## src/rtl/sys_clk_stepper.sv

```systemverilog
// sys_clk_stepper: derives the core clock SYS_clk from the 50 MHz board clock.
// In single-step mode a debounced key press gives one pulse; in free-run mode the rate is selectable.
// Ports:
//   SYS_clk_50     - board clock, the only clock of the block
//   SYS_reset_n    - asynchronous active-low reset
//   SYS_step_key   - raw push button, active-low, bouncy
//   SYS_run        - 1 = free-run, 0 = single-step
//   SYS_rate_sel   - free-run half-period select
//   SYS_clk        - generated core clock, straight from a flop
//   SYS_busy       - high whenever the generator is not idle
//   SYS_step_count - SYS_clk rising edges since reset, wraps at 16 bits
module sys_clk_stepper #(
  parameter int unsigned DEBOUNCE_CYCLES = 1000000,
  parameter int unsigned HIGH_CYCLES     = 25,
  parameter int unsigned HALF_P0         = 25000000,
  parameter int unsigned HALF_P1         = 2500000,
  parameter int unsigned HALF_P2         = 250000,
  parameter int unsigned HALF_P3         = 25000
) (
  input  logic        SYS_clk_50,
  input  logic        SYS_reset_n,
  input  logic        SYS_step_key,
  input  logic        SYS_run,
  input  logic [1:0]  SYS_rate_sel,
  output logic        SYS_clk,
  output logic        SYS_busy,
  output logic [15:0] SYS_step_count
);

  localparam int unsigned MAX01 = (HALF_P0 > HALF_P1) ? HALF_P0 : HALF_P1;
  localparam int unsigned MAX23 = (HALF_P2 > HALF_P3) ? HALF_P2 : HALF_P3;
  localparam int unsigned MAXH  = (MAX01 > MAX23) ? MAX01 : MAX23;
  localparam int unsigned MAXP  = (MAXH > HIGH_CYCLES) ? MAXH : HIGH_CYCLES;
  localparam int DW = $clog2(DEBOUNCE_CYCLES + 1);
  localparam int PW = $clog2(MAXP + 1);

  localparam logic [DW-1:0] DB_MAX  = DW'(DEBOUNCE_CYCLES);
  localparam logic [PW-1:0] HI_LAST = PW'(HIGH_CYCLES - 1);

  typedef enum logic [1:0] {
    IDLE,
    STEP_HI,
    RUN_LO,
    RUN_HI
  } state_t;

  logic          key_m;
  logic          key_s;
  logic          run_m;
  logic          run_s;
  logic [DW-1:0] db_cnt;
  logic          key_lvl;
  logic          key_lvl_d;
  logic          press;

  state_t        state;
  state_t        state_n;
  logic [PW-1:0] cnt;
  logic [PW-1:0] cnt_n;
  logic [PW-1:0] half;
  logic [PW-1:0] half_n;
  logic [PW-1:0] half_sel;
  logic [PW-1:0] half_last;
  logic          clk_n;

  // Key syncs to released (1); run syncs to single-step (0) so
  // nothing starts on its own after reset.
  always_ff @(posedge SYS_clk_50 or negedge SYS_reset_n) begin
    if (!SYS_reset_n) begin
      key_m <= 1'b1;
      key_s <= 1'b1;
      run_m <= 1'b0;
      run_s <= 1'b0;
    end else begin
      key_m <= SYS_step_key;
      key_s <= key_m;
      run_m <= SYS_run;
      run_s <= run_m;
    end
  end

  always_ff @(posedge SYS_clk_50 or negedge SYS_reset_n) begin
    if (!SYS_reset_n) begin
      db_cnt    <= '0;
      key_lvl   <= 1'b1;
      key_lvl_d <= 1'b1;
    end else begin
      key_lvl_d <= key_lvl;
      if (db_cnt == DB_MAX) begin
        key_lvl <= ~key_lvl;
        db_cnt  <= '0;
      end else if (key_s != key_lvl) begin
        db_cnt <= db_cnt + 1'b1;
      end else begin
        db_cnt <= '0;
      end
    end
  end

  assign press = key_lvl_d & ~key_lvl;

  always_comb begin
    half_sel = PW'(HALF_P0);
    unique case (SYS_rate_sel)
      2'd0: half_sel = PW'(HALF_P0);
      2'd1: half_sel = PW'(HALF_P1);
      2'd2: half_sel = PW'(HALF_P2);
      2'd3: half_sel = PW'(HALF_P3);
      default: half_sel = PW'(HALF_P0);
    endcase
  end

  assign half_last = half - 1'b1;

  always_comb begin
    state_n = state;
    cnt_n   = cnt;
    half_n  = half;
    unique case (state)
      IDLE: begin
        cnt_n = '0;
        if (run_s) begin
          state_n = RUN_LO;
          half_n  = half_sel;
        end else if (press) begin
          state_n = STEP_HI;
        end
      end
      STEP_HI: begin
        if (cnt == HI_LAST) begin
          state_n = IDLE;
          cnt_n   = '0;
        end else begin
          cnt_n = cnt + 1'b1;
        end
      end
      RUN_LO: begin
        if (!run_s) begin
          state_n = IDLE;
          cnt_n   = '0;
        end else if (cnt == half_last) begin
          state_n = RUN_HI;
          cnt_n   = '0;
        end else begin
          cnt_n = cnt + 1'b1;
        end
      end
      RUN_HI: begin
        // A started high phase always completes.
        if (cnt == half_last) begin
          cnt_n = '0;
          if (run_s) begin
            state_n = RUN_LO;
            half_n  = half_sel;
          end else begin
            state_n = IDLE;
          end
        end else begin
          cnt_n = cnt + 1'b1;
        end
      end
      default: begin
        state_n = IDLE;
        cnt_n   = '0;
      end
    endcase
  end

  // Clock is registered from the next state so it changes once per edge.
  assign clk_n = (state_n == STEP_HI) || (state_n == RUN_HI);

  always_ff @(posedge SYS_clk_50 or negedge SYS_reset_n) begin
    if (!SYS_reset_n) begin
      state          <= IDLE;
      cnt            <= '0;
      half           <= '0;
      SYS_clk        <= 1'b0;
      SYS_step_count <= '0;
    end else begin
      state   <= state_n;
      cnt     <= cnt_n;
      half    <= half_n;
      SYS_clk <= clk_n;
      if (clk_n && !SYS_clk) begin
        SYS_step_count <= SYS_step_count + 16'd1;
      end
    end
  end

  assign SYS_busy = (state != IDLE);

endmodule

```

## config.mk

```make
export PLATFORM = sky130hd
export DESIGN_NAME = sys_clk_stepper
export DESIGN_NICKNAME = d
export VERILOG_FILES = /design/src/rtl/sys_clk_stepper.sv
export SDC_FILE = /design/constraint.sdc
export NUM_CORES = 1
export LEC_CHECK = 0
export CAP_MARGIN = 25
export CORE_MARGIN = 3
export CORE_UTILIZATION = 50
export CTS_CLUSTER_SIZE = 30
export DETAILED_ROUTE_END_ITERATION = 10
export PLACE_DENSITY = 0.8
export SLEW_MARGIN = 20
export SYNTH_ARGS = -nofsm -noshare
export SYNTH_HDL_FRONTEND = slang
export SYNTH_SLANG_ARGS = --single-unit
```

## constraint.sdc

```tcl
create_clock -name SYS_clk_50 -period 2.9 [get_ports SYS_clk_50]
set_input_delay 0.58 -clock SYS_clk_50 [delete_from_list [all_inputs] [get_ports SYS_clk_50]]
set_output_delay 0.58 -clock SYS_clk_50 [all_outputs]
set_load 0.05 [all_outputs]
```

==> results.py <==
metrics = {
    "global_routing": {
        "grt-ovfl-total": 0,
        "antenna_found_initial": 0,
        "grt_pass1_vias": 3338,
        "grt_pass1_wl_um": 15800,
        "grt_use_total_pct": 19.6,
        "grt_max_degree": 82,
    },
    "critical_path": {
        "cp_top_family": "simple AND/OR/NAND/NOR gates",
        "worst-path-max-fanout": 7,
        "worst_setup_path_end_kind": "register",
        "reg2reg_slack_ns": 0.15,
        "path_buf_inv": 3,
        "cpPeakStageDelay_ns": 0.38,
        "r2r-end": "SYS_step_count[15]",
        "crit_start": "half[15]",
        "cp.arrival_ns": 3.03,
        "cp.depth": 11,
        "crit_top_cell": "buf_4",
        "timing.rr.start": "half[15]",
        "cp_data_required_time_ns": 3.19,
        "crit_chain": "buf_4, nor3_2, buf_4, a21oi_1, a311o_1, nor4_2, and4_2, mux2i_4, buf_4, nor4b_2, xor2_1",
        "r2r_cells": 11,
        "start_kind": "register",
        "cp_slowest_cell": "dfrtp_1",
        "critical_path_class": "reg2reg",
    },
    "cells_and_area": {
        "syn2layout_area_growth_pct": 14.8,
        "finish.net_count": 497,
        "drive_gt1_share_pct": 13.4,
        "design_area_sq_mm": 0.00510,
        "diodes": 0,
        "multiInputGateArea_sq_mm": 0.00230,
        "ff_latch_area_sq_mm": 0.00203,
        "nFillCells": 696,
    },
    "clock_network": {
        "clock_latency_ns": 0.37,
        "cts_sinks": 81,
        "postCtsHoldBufs": 0,
        "numCtsBuffers": 9,
        "postCtsSetupRepairBufs": 0,
        "htreeDepth": 3,
        "root_buffer": "clkbuf_8",
        "clockBufferDepth": 2,
        "cts_tree": "done",
        "clk_pin_slew_ns": 0.09,
    },
    "synth": {
        "syn_nets": 465,
        "syn_area_sq_mm": 0.00444,
        "synth_edf_count": 0,
        "ys_ff_latch": 81,
        "synth_ff_type": "dfrtp_1",
        "synth_top_area_share_pct": 43.4,
        "synth_cell_types": 45,
        "synth_top_cell_by_area": "dfrtp_1",
        "synthTopCellsByArea": "dfrtp_1 (43%), xor2_1 (9.1%), xnor2_1 (5.5%), nor2_1 (5.4%), ha_1 (3.4%)",
        "avgSynthCellArea_sq_um": 9.94,
        "synthCells": 447,
        "seq_area_frac_synth_pct": 45.7,
        "ys_async_sr_fraction_pct": 100,
        "yosysWarnings": 0,
    },
    "timing": {
        "clock.fmax_mhz": 364,
        "fin_ws_ns": 0.154,
        "setup_viol": 0,
        "report.final.slew_viol_count": 0,
        "finClkSkew_ns": 0.0136,
        "finalCritPeriodShare_pct": 94.7,
        "max_slew_margin_pct": 52.2,
        "final_hold_viol_count": 0,
        "tightestPinTransition_ns": 0.717,
        "period_minus_slack_ns": 2.75,
        "rsz0062_at_grt": "false",
        "hold_slack_ns": 0.257,
    },
    "place": {
        "place_area_sq_mm": 0.00484,
        "place.detailed.hpwl_um": 6500,
        "io_buffers": 23,
        "gp_congestion": 0.863,
        "place_ws_ns": -0.142,
    },
    "detailed_routing": {
        "wl_um": 9340,
        "wl_per_cell_um": 15.9,
        "drtAntennaViolNets": 0,
        "drc": 0,
        "firstDrtPassIters": 4,
        "drtIter0Drc": 286,
        "dr_total_vias": 3337,
        "drt-vias-per-instance": 5.67,
    },
    "hold_path": {
        "worst_hold_path_type": "in2async",
    },
    "floorplan": {
        "rows": 33,
        "initial_core_util_pct": 52.7,
        "dieArea_sq_mm": 0.0101,
        "ios": 24,
        "core_area_sq_mm": 0.00842,
        "die_w_um": 100,
        "die_h_um": 100,
    },
    "power": {
        "ir_drop_uv": 667,
        "power_density_mw_per_mm2": 724,
        "leakage_nw": 2.32,
    },
    "job": {
        "maxCapViolCount": 0,
    },
    "status": {
        "status": "complete, no violations",
    },
}
[logic make-up after synthesis]
logic type	Yosys count	synth area share, %
AND/OR/NAND/NOR	198	24.3
flip-flops	81	45.7
XOR/XNOR	74	14.6
buffers and inverters	37	3.72
AO/OA/AOI/OAI	28	4.23
multiplexers	17	4.08
adder cells (fa/ha/maj)	12	3.38
[synthesized netlist by cell type, types with 3 or more instances]
| cell type | n |
|---|---|
| nand2_1 | 27 |
| nand4_1 | 10 |
| mux2i_1 | 10 |
| or3_1 | 3 |
| nor2_1 | 64 |
| o21ai_0 | 6 |
| nor3b_1 | 5 |
| xnor2_1 | 28 |
| mux2_2 | 6 |
| and4_1 | 6 |
| inv_1 | 21 |
| nor4_1 | 7 |
| xor2_1 | 46 |
| nand2b_1 | 5 |
| nor2b_1 | 4 |
| dfstp_2 | 4 |
| clkbuf_1 | 12 |
| a21oi_1 | 7 |
| and3_1 | 13 |
| nand3_1 | 23 |
| or2_2 | 3 |
| a2111oi_0 | 3 |
| dfrtp_1 | 77 |
| nor3_2 | 6 |
| nor4b_1 | 4 |
| ha_1 | 12 |
| nor3_1 | 8 |
| buf_6 | 3 |
[per-layer routing]
| layer | vias to the layer above | wire (um) | track usage (%) | part of all wire, % |
|---|---|---|---|---|
| met4 | 0 | 215 | 7.98 | 2.3 |
| met1 | 1624 | 4350 | 27.0 | 47 |
| met3 | 24 | 503 | 4.86 | 5.4 |
| met2 | 106 | 4270 | 29.8 | 46 |
| li1 | 1583 | - | - | - |
| met5 | - | 0 | 0 | 0 |
[repair_timing]
item / in CTS / in global routing
endpoints found under the setup margin: 47 / 52
gates resized for setup: 3 / 12
pin swaps: 1 / 2
[registers in the layout, indices dropped and copies added, names as in the netlist, 2 cells and up]
| name | cells |
|---|---|
| cnt | 25 |
| db_cnt | 20 |
| state | 2 |
| SYS_step_count | 16 |
| half | 11 |
[final cells by class]
type,count,area share [%]
Tap cell,105,2.58
Timing Repair Buffer,37,6.92
Inverter,21,1.55
Multi-Input combinational cell,329,45.1
Clock inverter,5,1.25
Clock buffer,11,2.77
Sequential cell,81,39.9
[through the flow]
step                      utilization [%]  TNS, ns  power, mW  cells
after floorplan                         -        0       2.32    447
final                                60.5        0       3.69    589
after global routing                 60.5        0       3.89    589
after detailed placement             57.5    -2.62       2.75    573
after global placement               57.5        0       2.71    573
after CTS                            60.0        0       3.63    589
[worst max path at each step]
stage	endpoint	slack, ns
floorplan	SYS_step_count[1]	0.01
global route	SYS_step_count[15]	0.01
global placement	SYS_step_count[8]	0.05
finish	SYS_step_count[15]	0.15
detailed placement	half[8]	-0.14
CTS	SYS_step_count[15]	0.04
[layout by cell type, fill, tap and decap left out, types with 12 or more instances in the layout]
master           Yosys  routed
clkdlybuf4s50_1      0      22
nor2_1              64      64
xnor2_1             28      28
dfrtp_1             77      76
buf_4                1      12
inv_1               21      21
nand2_1             27      27
and3_1              13      13
ha_1                12      12
nand3_1             23      23
xor2_1              46      46
[worst reg2reg max path, delay by kind of cell (launching register included)]
kind,cells,cell delay [ns]
buf+inv,3,0.53
xor+xnor,1,0.19
compound gates,2,0.41
mux,1,0.09
simple gates,4,1.07
flops,1,0.38
[where the power goes]
| part | leakage (nW) | switching, mW | internal, mW | total [mW] |
|---|---|---|---|---|
| Clock | 0.105 | 0.438 | 0.429 | 0.868 |
| Combinational | 1.15 | 0.752 | 0.564 | 1.32 |
| Sequential | 1.06 | 0.226 | 1.28 | 1.51 |
| Total | 2.32 | 1.42 | 2.27 | 3.69 |
(Power assumes the default switching activity.)
==> RTL edit, RTL diff (same settings) <==
Reset style: synchronous (`SYS_reset_n`), changed in 3 clocked blocks. Comments in the files are not updated.
--- a/src/rtl/sys_clk_stepper.sv
+++ b/src/rtl/sys_clk_stepper.sv
@@ -66,5 +66,5 @@
   // Key syncs to released (1); run syncs to single-step (0) so
   // nothing starts on its own after reset.
-  always_ff @(posedge SYS_clk_50 or negedge SYS_reset_n) begin
+  always_ff @(posedge SYS_clk_50) begin
     if (!SYS_reset_n) begin
       key_m <= 1'b1;
@@ -80,5 +80,5 @@
   end
 
-  always_ff @(posedge SYS_clk_50 or negedge SYS_reset_n) begin
+  always_ff @(posedge SYS_clk_50) begin
     if (!SYS_reset_n) begin
       db_cnt    <= '0;
@@ -170,5 +170,5 @@
   assign clk_n = (state_n == STEP_HI) || (state_n == RUN_HI);
 
-  always_ff @(posedge SYS_clk_50 or negedge SYS_reset_n) begin
+  always_ff @(posedge SYS_clk_50) begin
     if (!SYS_reset_n) begin
       state          <= IDLE;
Check against the original RTL: differs if SYS_reset_n is asserted again (counterexample within 4 cycles, from zero or initial values and one cycle with SYS_reset_n low); with SYS_reset_n held inactive, the same outputs for 10 cycles.
==> RTL edit against the unedited design <==
The run now ends with negative setup slack left. Via count up 25%. Cell area increased by 10%. Routed wire length rose by 28%. Sequential cell count unchanged. Setup slack worse by 0.34 ns. Count of clock-buffer cells in the layout fell by 2. Sequential share of layout area shrank 11 points. Critical endpoint is now SYS_step_count[7]. Area after synthesis rose by 0.31%.
Power is not compared: it rests on default switching activity, and its combinational part moved more than twofold at a synthesized area within 25%.
==> RTL edit: results (changes against the unedited design) <==
crit-path max FO=7 (unchanged); Clk pin slew, worst setup/hold paths=approximately 0.1 ns; failing checks=negative setup slack; Syn Nets=559 (+20%); port bufs=23 (unchanged); drt initial violations=266 (-7.0%); Cell variety after synth=50 (+11%); FFs w/ async S/R, synth=0% (-100 points); vias in the first global route=3834 (+15%); Lkg Pwr=1.91 nW; skew final=0.0140 ns (+0.000438 ns); Worst Hold Class=reg -> reg; # H-tree levels=3 (unchanged); Worst path top cell family by delay=simple AND/OR/NAND/NOR gates; worst skew pair latency=0.37 ns (about the same); share of post-route cells with drive strength above 1=19.4% (+6.0 points); first drt pass iteration count=5 (+1); synth cell count leaders=81 x dfxtp_1, 76 x nor2_1, 43 x nand2_1, 35 x xnor2_1, 27 x nand3_1; setup TNS=-4.88 ns (-4.88 ns); final worst setup slack=-0.184 ns (-0.338 ns); DP HPWL=7.23 mm (+11%); gpl congestion=0.884 (+2.4%); total CTS buffers=9 (unchanged); initial antenna violation count=0 (unchanged); first-pass GRT wire length=18.5 mm (+17%); biggest regs=cnt: 25 flops, db_cnt: 20 flops, SYS_step_count: 16 flops; slowest cell delay on critical path=0.60 ns (+0.22 ns); total number of yosys warnings=0 (unchanged); Final Setup Violations=50 (+50); Root Driver=clkbuf_8; outcome=complete, but fails checks; Critical Path Slowest Stage Cell=or4b_2; Least-Margin Pin Slew=0.727 ns (+0.0105 ns); Total Routing Usage GR=22.9% (+3.3 points); synth top area cells=dfxtp_1 36%, xnor2_1 6.9%, nor2_1 6.4%; Routed WL=12.0 mm (+28%); Worst IR Drop VDD=approximately 0.27 mV; Seq/Total Area, Yosys=36.4% (-9.4 points); via count=4165 (+25%); clk buf depth=2 (unchanged); filler instances=636 (-8.6%); fin nets=606 (+22%); # diodes=0 (unchanged); DP Worst Slack=-0.125 ns (+0.0164 ns); largest net degree at the start of global routing=35 (-57%)
## RTL edit: cells by family (layout without fill, tap and decap cells)
kind of cell	Yosys count	count (layout)	synth area share, %
mux	9	9	2.02
flops	81	81	36.4
compound gates	79	82	12.9
simple gates	253	253	29.3
buf+inv	51	100	5.05
fa+ha+maj	12	12	3.37
xor+xnor	56	56	11.0
## RTL edit: area by class of cell
cell class,count,area [µm²],area share [%]
Clock buffer,9,124,2.20
Clock inverter,7,109,1.94
Inverter,22,85.1,1.51
Multi-Input combinational cell,412,2940,52.3
Sequential cell,81,1620,28.9
Tap cell,105,131,2.34
Timing Repair Buffer,62,604,10.8
## RTL edit: timing repair
item | 4_1_cts | 5_1_grt
pin swaps | 12 | 9
endpoints found under the setup margin | 45 | 54
gates cloned | 3 | 1
resized for setup | 20 | 50
setup buffers | 8 | 5
hold buffers | 0 | 0
## RTL edit: layer usage
layer	share of wire [%]	wire length [µm]	vias to the layer above	track usage [%]
met5	0	0	-	0
met4	2.2	262	0	6.11
met3	6.1	729	24	5.77
met2	49	5820	131	37.8
met1	43	5170	2001	30.0
li1	-	-	2009	-
## RTL edit: worst paths after layout
path         depth (start not counted)                 to     from  slack, ns
max                                 11  SYS_step_count[7]  half[3]      -0.18
min                                  1              key_s    key_m       0.42
max reg2reg                         11  SYS_step_count[7]  half[3]      -0.18
min reg2reg                          1              key_s    key_m       0.42
## RTL edit: power breakdown
group / internal, mW / switching, mW
combinational: 0.166 / 0.217
clock: 0.507 / 0.481
sequential: 1.13 / 0.0226
## RTL edit: through the flow
stage	cells	total power, mW	instance area, µm²	hold WS (ns)
after floorplan	541	1.40	4480	0.386
after global placement	666	1.48	4910	0.395
after detailed placement	666	1.49	4910	0.394
after CTS	693	2.50	5350	0.417
after global routing	698	2.61	5620	0.436
final	698	2.52	5620	0.416
